--- src/rtl/hdlc_tx_scheduler.sv ---
// rtl/hdlc_tx_scheduler.sv - round-robin frame scheduler feeding one HDLC transmit core
//
// Purpose: arbitrates NUM_REQ frame requesters onto a single HDLC core. It
// streams the granted payload into Tx_Buff, starts transmission, polls Tx_SC
// for Tx_Done and reports one completion pulse per frame.
//
// Ports:
//   i_Clk, i_Rst             clock, asynchronous active-low reset
//   i_Req, i_ReqAbort        per-requester frame request / abort
//   o_Grant                  one-hot grant, held for the whole frame service
//   i_ByteValid/Data/Last    payload stream from the granted requester
//   o_ByteReady              payload stream handshake
//   o_Done/Aborted/Error     per-requester one-cycle completion pulses
//   o_Hdlc_Address           core register address (0 = Tx_SC, 1 = Tx_Buff)
//   o_Hdlc_WriteEnable       core write strobe
//   o_Hdlc_ReadEnable        core read strobe
//   o_Hdlc_DataIn            core write data
//   i_Hdlc_DataOut           core read data, valid one cycle after the read strobe
module hdlc_tx_scheduler #(
   parameter int NUM_REQ   = 4,
   parameter int MAX_BYTES = 126,
   parameter int TIMEOUT   = 65535
) (
   input  logic               i_Clk,
   input  logic               i_Rst,
   input  logic [NUM_REQ-1:0] i_Req,
   input  logic [NUM_REQ-1:0] i_ReqAbort,
   output logic [NUM_REQ-1:0] o_Grant,
   input  logic               i_ByteValid,
   input  logic [7:0]         i_ByteData,
   input  logic               i_ByteLast,
   output logic               o_ByteReady,
   output logic [NUM_REQ-1:0] o_Done,
   output logic [NUM_REQ-1:0] o_Aborted,
   output logic [NUM_REQ-1:0] o_Error,
   output logic [2:0]         o_Hdlc_Address,
   output logic               o_Hdlc_WriteEnable,
   output logic               o_Hdlc_ReadEnable,
   output logic [7:0]         o_Hdlc_DataIn,
   input  logic [7:0]         i_Hdlc_DataOut
);

   localparam int          IW = (NUM_REQ > 1) ? $clog2(NUM_REQ) : 1;
   localparam logic [7:0]  MB = 8'(MAX_BYTES);
   localparam logic [31:0] TO = 32'(TIMEOUT);

   typedef enum logic [2:0] {IDLE, LOAD, START, POLL_RD, POLL_CHK, ABORT, FINISH} state_t;
   typedef enum logic [1:0] {END_OK, END_ERR, END_ABT} end_t;

   state_t             r_state;
   end_t               r_end;
   logic [NUM_REQ-1:0] r_grant;
   logic [IW-1:0]      r_last;
   logic               r_byte_ready;
   logic               r_aborting;
   logic [NUM_REQ-1:0] r_done;
   logic [NUM_REQ-1:0] r_aborted;
   logic [NUM_REQ-1:0] r_error;
   logic               r_we;
   logic               r_re;
   logic [7:0]         r_din;
   logic [7:0]         r_bcnt;
   logic [31:0]        r_tcnt;

   logic               w_any;
   logic [IW-1:0]      w_pick;
   logic               w_abort_g;
   logic               w_byte_ready;
   logic               w_xfer;
   logic [7:0]         w_bnext;
   logic [31:0]        w_tnext;
   logic               w_err_ovl;
   logic               w_err_to;
   logic               w_to_abort;
   logic               w_unused;

   // Candidate index for round-robin search: off positions above the last grant.
   function automatic logic [IW-1:0] rr_idx(input logic [IW-1:0] base, input int off);
      int s;
      s = (int'(base) + 1 + off) % NUM_REQ;
      return IW'(s);
   endfunction

   always_comb begin
      w_any  = 1'b0;
      w_pick = '0;
      for (int i = 0; i < NUM_REQ; i++) begin
         if (!w_any && i_Req[rr_idx(r_last, i)]) begin
            w_any  = 1'b1;
            w_pick = rr_idx(r_last, i);
         end
      end
   end

   // Requester abort is only meaningful before the core abort is issued; once
   // the scheduler itself is aborting the frame, further aborts are ignored.
   assign w_abort_g = (r_state inside {LOAD, START, POLL_RD, POLL_CHK}) && !r_aborting
                      && (|(i_ReqAbort & r_grant));
   // Ready drops in the abort cycle so that a byte offered alongside an abort is not consumed.
   assign w_byte_ready = r_byte_ready && !w_abort_g;
   assign w_xfer       = (r_state == LOAD) && i_ByteValid && w_byte_ready;
   assign w_bnext      = r_bcnt + 8'd1;
   assign w_tnext      = r_tcnt + 32'd1;
   assign w_err_ovl    = w_xfer && !i_ByteLast && (w_bnext == MB);
   assign w_err_to     = ((r_state == POLL_RD) || (r_state == POLL_CHK)) && !r_aborting
                         && !w_abort_g && (w_tnext >= TO);
   assign w_to_abort   = w_abort_g || w_err_ovl || w_err_to;
   assign w_unused     = ^i_Hdlc_DataOut[7:1];

   // Buffer writes follow the stream handshake combinationally; all Tx_SC
   // accesses come from registered strobes and never overlap a buffer write.
   assign o_Grant            = r_grant;
   assign o_ByteReady        = w_byte_ready;
   assign o_Done             = r_done;
   assign o_Aborted          = r_aborted;
   assign o_Error            = r_error;
   assign o_Hdlc_WriteEnable = r_we || w_xfer;
   assign o_Hdlc_ReadEnable  = r_re;
   assign o_Hdlc_Address     = w_xfer ? 3'd1 : 3'd0;
   assign o_Hdlc_DataIn      = w_xfer ? i_ByteData : r_din;

   always_ff @(posedge i_Clk or negedge i_Rst) begin
      if (!i_Rst) begin
         r_state      <= IDLE;
         r_end        <= END_OK;
         r_grant      <= '0;
         r_last       <= IW'(NUM_REQ - 1);
         r_byte_ready <= 1'b0;
         r_aborting   <= 1'b0;
         r_done       <= '0;
         r_aborted    <= '0;
         r_error      <= '0;
         r_we         <= 1'b0;
         r_re         <= 1'b0;
         r_din        <= 8'h00;
         r_bcnt       <= 8'h00;
         r_tcnt       <= 32'd0;
      end else begin
         r_we      <= 1'b0;
         r_re      <= 1'b0;
         r_din     <= 8'h00;
         r_done    <= '0;
         r_aborted <= '0;
         r_error   <= '0;
         if (w_to_abort) begin
            r_state      <= ABORT;
            r_end        <= w_abort_g ? END_ABT : END_ERR;
            r_aborting   <= 1'b1;
            r_byte_ready <= 1'b0;
            r_we         <= 1'b1;
            r_din        <= 8'h04;
         end else begin
            case (r_state)
               IDLE: begin
                  if (w_any) begin
                     r_grant      <= NUM_REQ'(1) << w_pick;
                     r_last       <= w_pick;
                     r_bcnt       <= 8'h00;
                     r_end        <= END_OK;
                     r_aborting   <= 1'b0;
                     r_byte_ready <= 1'b1;
                     r_state      <= LOAD;
                  end
               end
               LOAD: begin
                  if (w_xfer) begin
                     r_bcnt <= w_bnext;
                     if (i_ByteLast) begin
                        r_byte_ready <= 1'b0;
                        r_we         <= 1'b1;
                        r_din        <= 8'h02;
                        r_state      <= START;
                     end
                  end
               end
               START: begin
                  r_tcnt  <= 32'd0;
                  r_re    <= 1'b1;
                  r_state <= POLL_RD;
               end
               POLL_RD: begin
                  if (!r_aborting) r_tcnt <= w_tnext;
                  r_state <= POLL_CHK;
               end
               POLL_CHK: begin
                  if (!r_aborting) r_tcnt <= w_tnext;
                  if (i_Hdlc_DataOut[0]) begin
                     r_done    <= (r_end == END_OK)  ? r_grant : '0;
                     r_error   <= (r_end == END_ERR) ? r_grant : '0;
                     r_aborted <= (r_end == END_ABT) ? r_grant : '0;
                     r_state   <= FINISH;
                  end else begin
                     r_re    <= 1'b1;
                     r_state <= POLL_RD;
                  end
               end
               ABORT: begin
                  r_re    <= 1'b1;
                  r_state <= POLL_RD;
               end
               FINISH: begin
                  r_grant <= '0;
                  r_state <= IDLE;
               end
               default: r_state <= IDLE;
            endcase
         end
      end
   end

endmodule

--- config.mk ---
export PLATFORM = sky130hd
export DESIGN_NAME = hdlc_tx_scheduler
export DESIGN_NICKNAME = d
export VERILOG_FILES = /design/src/rtl/hdlc_tx_scheduler.sv
export SDC_FILE = /design/constraint.sdc
export NUM_CORES = 1
export LEC_CHECK = 0
export ABC_AREA = 1
export CAP_MARGIN = 0
export CORE_MARGIN = 2
export CORE_UTILIZATION = 35
export CTS_CLUSTER_DIAMETER = 200
export DETAILED_ROUTE_END_ITERATION = 12
export GPL_ROUTABILITY_DRIVEN = 0
export RECOVER_POWER = 50
export SETUP_SLACK_MARGIN = 0.3
export SLEW_MARGIN = 15
export SYNTH_ARGS = -nofsm -noshare
export SYNTH_HDL_FRONTEND = slang
export SYNTH_SLANG_ARGS = --single-unit
--- constraint.sdc ---
create_clock -name i_Clk -period 3 [get_ports i_Clk]
set_input_delay 0.3 -clock i_Clk [delete_from_list [all_inputs] [get_ports i_Clk]]
set_output_delay 0.3 -clock i_Clk [all_outputs]
set_load 0.01 [all_outputs]
==> flow_metrics.tcl <==
set metrics [dict create \
    antenna_found_initial 0 \
    avgSynthCellArea_um2 6.519 \
    die_h_um 115.8 \
    yosysTopAreaCellShare 0.3833 \
    syn_to_final_growth_pct 24.37 \
    maxSlewViolCount 0 \
    seqCellArea_um2 1735 \
    avgViaCountPerCell 4.646 \
    power_density_nw_per_um2 675.3 \
    ctsLongestPathBuffers 2 \
    ant_nets 0 \
    vias 4191 \
    wl_per_cell_um 11.59 \
    worstMarginPinSlew_ps 1388 \
    start_util 0.3612 \
    startpoint "r_state[1]" \
    num_rows 40 \
    r2r_end "r_tcnt[0]" \
    yosysUniqueCellTypes 29 \
    wirelength_mm 10.46 \
    overflow 0 \
    io_pins 58 \
    worstSkewPairLatency_ps 340 \
    first_pass_iters 5 \
    filler_cell_count 1282 \
    crit_path_start_kind "flip-flop" \
    worstSetupEndpointType "output port" \
    cts_root_buf "clkbuf_16" \
    cp_slowest_stage_delay_ps 470 \
    ir_drop_v 0.0004884 \
    synth_edf_count 0 \
    ys.flop_type "dfrtp_1" \
    drive_above_1_share 0.08447 \
    fin_crit_ps 2588 \
    pre_cts_ws_ps 227.7 \
    rsz0062_at_grt "yes" \
    arrival_ps 2290 \
    worst-r2r-setup-slack_ps 570 \
    syn-cell-area_um2 4374 \
    layout_common_cells "nand2_1 (239), inv_1 (96), nor2_1 (94)" \
    grt_usage 0.1684 \
    min_period_over_period 0.8626 \
    path_clk_slew_ps 60 \
    cts_made_buffers 9 \
    synth_seq_cells 69 \
    finalClockSkew_ps 9.822 \
    final_common_cell "nand2_1" \
    setup_violations 0 \
    h-tree-depth 3 \
    layout.nets 761 \
    hpwl_mm 7.710 \
    dieArea_um2 13410 \
    cts_num_sinks 69 \
    run_status "completed" \
    cp_top_family "buffers and inverters" \
    fmax_mhz 386.4 \
    worst-path-buf-inv 4 \
    drcViolationCount 0 \
    regToRegStartpoint "r_tcnt[2]" \
    async_flop_share 1.000 \
    relSlewSlack 0.07465 \
    setup_tns_ps 0 \
    drtIter0Drc 193 \
    p_total_w 0.003674 \
    ys_seq_area_frac 0.3953 \
    core_area_um2 12110 \
    tritoncts "yes" \
    p_leak_nw 2.749 \
    rr_worst_depth 17 \
    synth_top_cell_by_area "dfrtp_1" \
    multiInputGateArea_um2 2258 \
    grt_max_degree 33 \
    hold_viol 0 \
    critPathCapture "o_Hdlc_DataIn[4]" \
    yosysWarnings 0 \
    port_buffers 48 \
    syn_inst 671 \
    cpMaxStageDelayCell "clkdlybuf4s50_1" \
    die_w_um 115.8 \
    cp_max_fo 6 \
    hp-class "reg -> reg" \
    path_class "reg -> out" \
    critical_path.cell_chain "nor2_1 -> inv_1 -> a21oi_1 -> nand2_1 -> o21ai_2 -> inv_1 -> nand2_4 -> buf_4 -> nor2_1 -> clkdlybuf4s50_1" \
    synth_area_leaders "dfrtp_1 (38%), nand2_1 (21%), inv_1 (8.4%), nor2_1 (8.4%), nand3_1 (4.9%)" \
    grt_pass1_vias 4075 \
    setup_slack_ps 412.1 \
    drv_cap 0 \
    path_depth 10 \
    critPathRequiredTime_ps 2700 \
    grt_pass1_wl_mm 18.29 \
    diodes 0 \
]
==> metrics by stage <==
step	hold slack, ps	utilization	cell area [um2]	cells
floorplan	4.409	-	4378	672
global placement	323.1	0.4162	5041	882
detailed placement	334.9	0.4162	5041	882
CTS	504.8	0.4423	5356	900
global route	530.3	0.4492	5440	902
finish	503.9	0.4492	5440	902
==> cell families (layout without fill, tap and decap cells) <==
kind of cell,Yosys count,after routing,share of synthesized area
adder cells (fa/ha/maj),4,4,0.01144
AO/OA/AOI/OAI,31,31,0.04119
flip-flops,69,69,0.3953
other,1,2,0.0008573
AND/OR/NAND/NOR,447,447,0.4345
XOR/XNOR,6,6,0.01202
buffers and inverters,113,175,0.1047
==> cells in the mapped netlist (all sizes together), types with 2 or more instances <==
library cell and instances:
buf 11, nor2 105, o21ai 21, nand3 43
nor3 17, o21bai 4, ha 4, dfstp 2
nand4 22, clkbuf 4, nand2 247, xnor2 3
dfrtp 67, nand3b 9, or2 2, xor2 3
inv 98, a21oi 5
==> flip-flops by register name (all words and copies together), names as in the netlist <==
name	flops
o_Aborted	4
o_Done	4
o_Error	4
o_Grant	4
o_Hdlc_ReadEnable	1
r_aborting	1
r_bcnt	8
r_byte_ready	1
r_din	2
r_end	2
r_last	2
r_state	3
r_tcnt	32
r_we	1
==> timing repair <==
action / in CTS / in global routing
endpoints found under the hold margin: 22 / 0
pin swaps: 0 / 5
hold buffers: 1 / 0
buffers inserted: 1 / 2
resized for setup: 3 / 25
setup endpoints to repair: 23 / 72
==> worst min path at each step <==
stage,start,end,slack (ps),depth (start not counted)
6_report,r_bcnt[7],r_bcnt[7],500,2
5_1_grt,r_bcnt[7],r_bcnt[7],530,2
4_1_cts,r_bcnt[7],r_bcnt[7],500,2
3_5_place_dp,i_Rst,r_tcnt[27],330,1
3_3_place_gp,i_Rst,r_tcnt[25],320,1
2_1_floorplan,i_Rst,o_Aborted[0],4,0
==> report_power, final <==
part           total (W)  switching (W)  internal [W]
sequential       0.00119       0.000125       0.00107
clock            0.00104       0.000443      0.000595
combinational    0.00144       0.000944      0.000501
total            0.00367        0.00151       0.00216
==> area by class of cell <==
type / count / area share
repair buffers: 61 / 0.1063
clock inverters: 6 / 0.009430
clock buffers: 10 / 0.04393
flip-flops and latches: 69 / 0.3190
multi-input cells: 490 / 0.4151
inverters: 98 / 0.06762
well taps: 168 / 0.03864
==> metal layers <==
layer  wire length (um)  global-route usage
met1               5105              0.2307
met2               4828              0.2710
met3                351             0.02615
met4                170             0.06111
met5                  0                   0
==> tightest hold or removal path: cells and delay by family (launching register included) <==
family | cells | cell delay [ps]
flip-flops | 1 | 360
AND/OR/NAND/NOR | 2 | 110
Note: power is estimated with default switching activity, not from simulation.
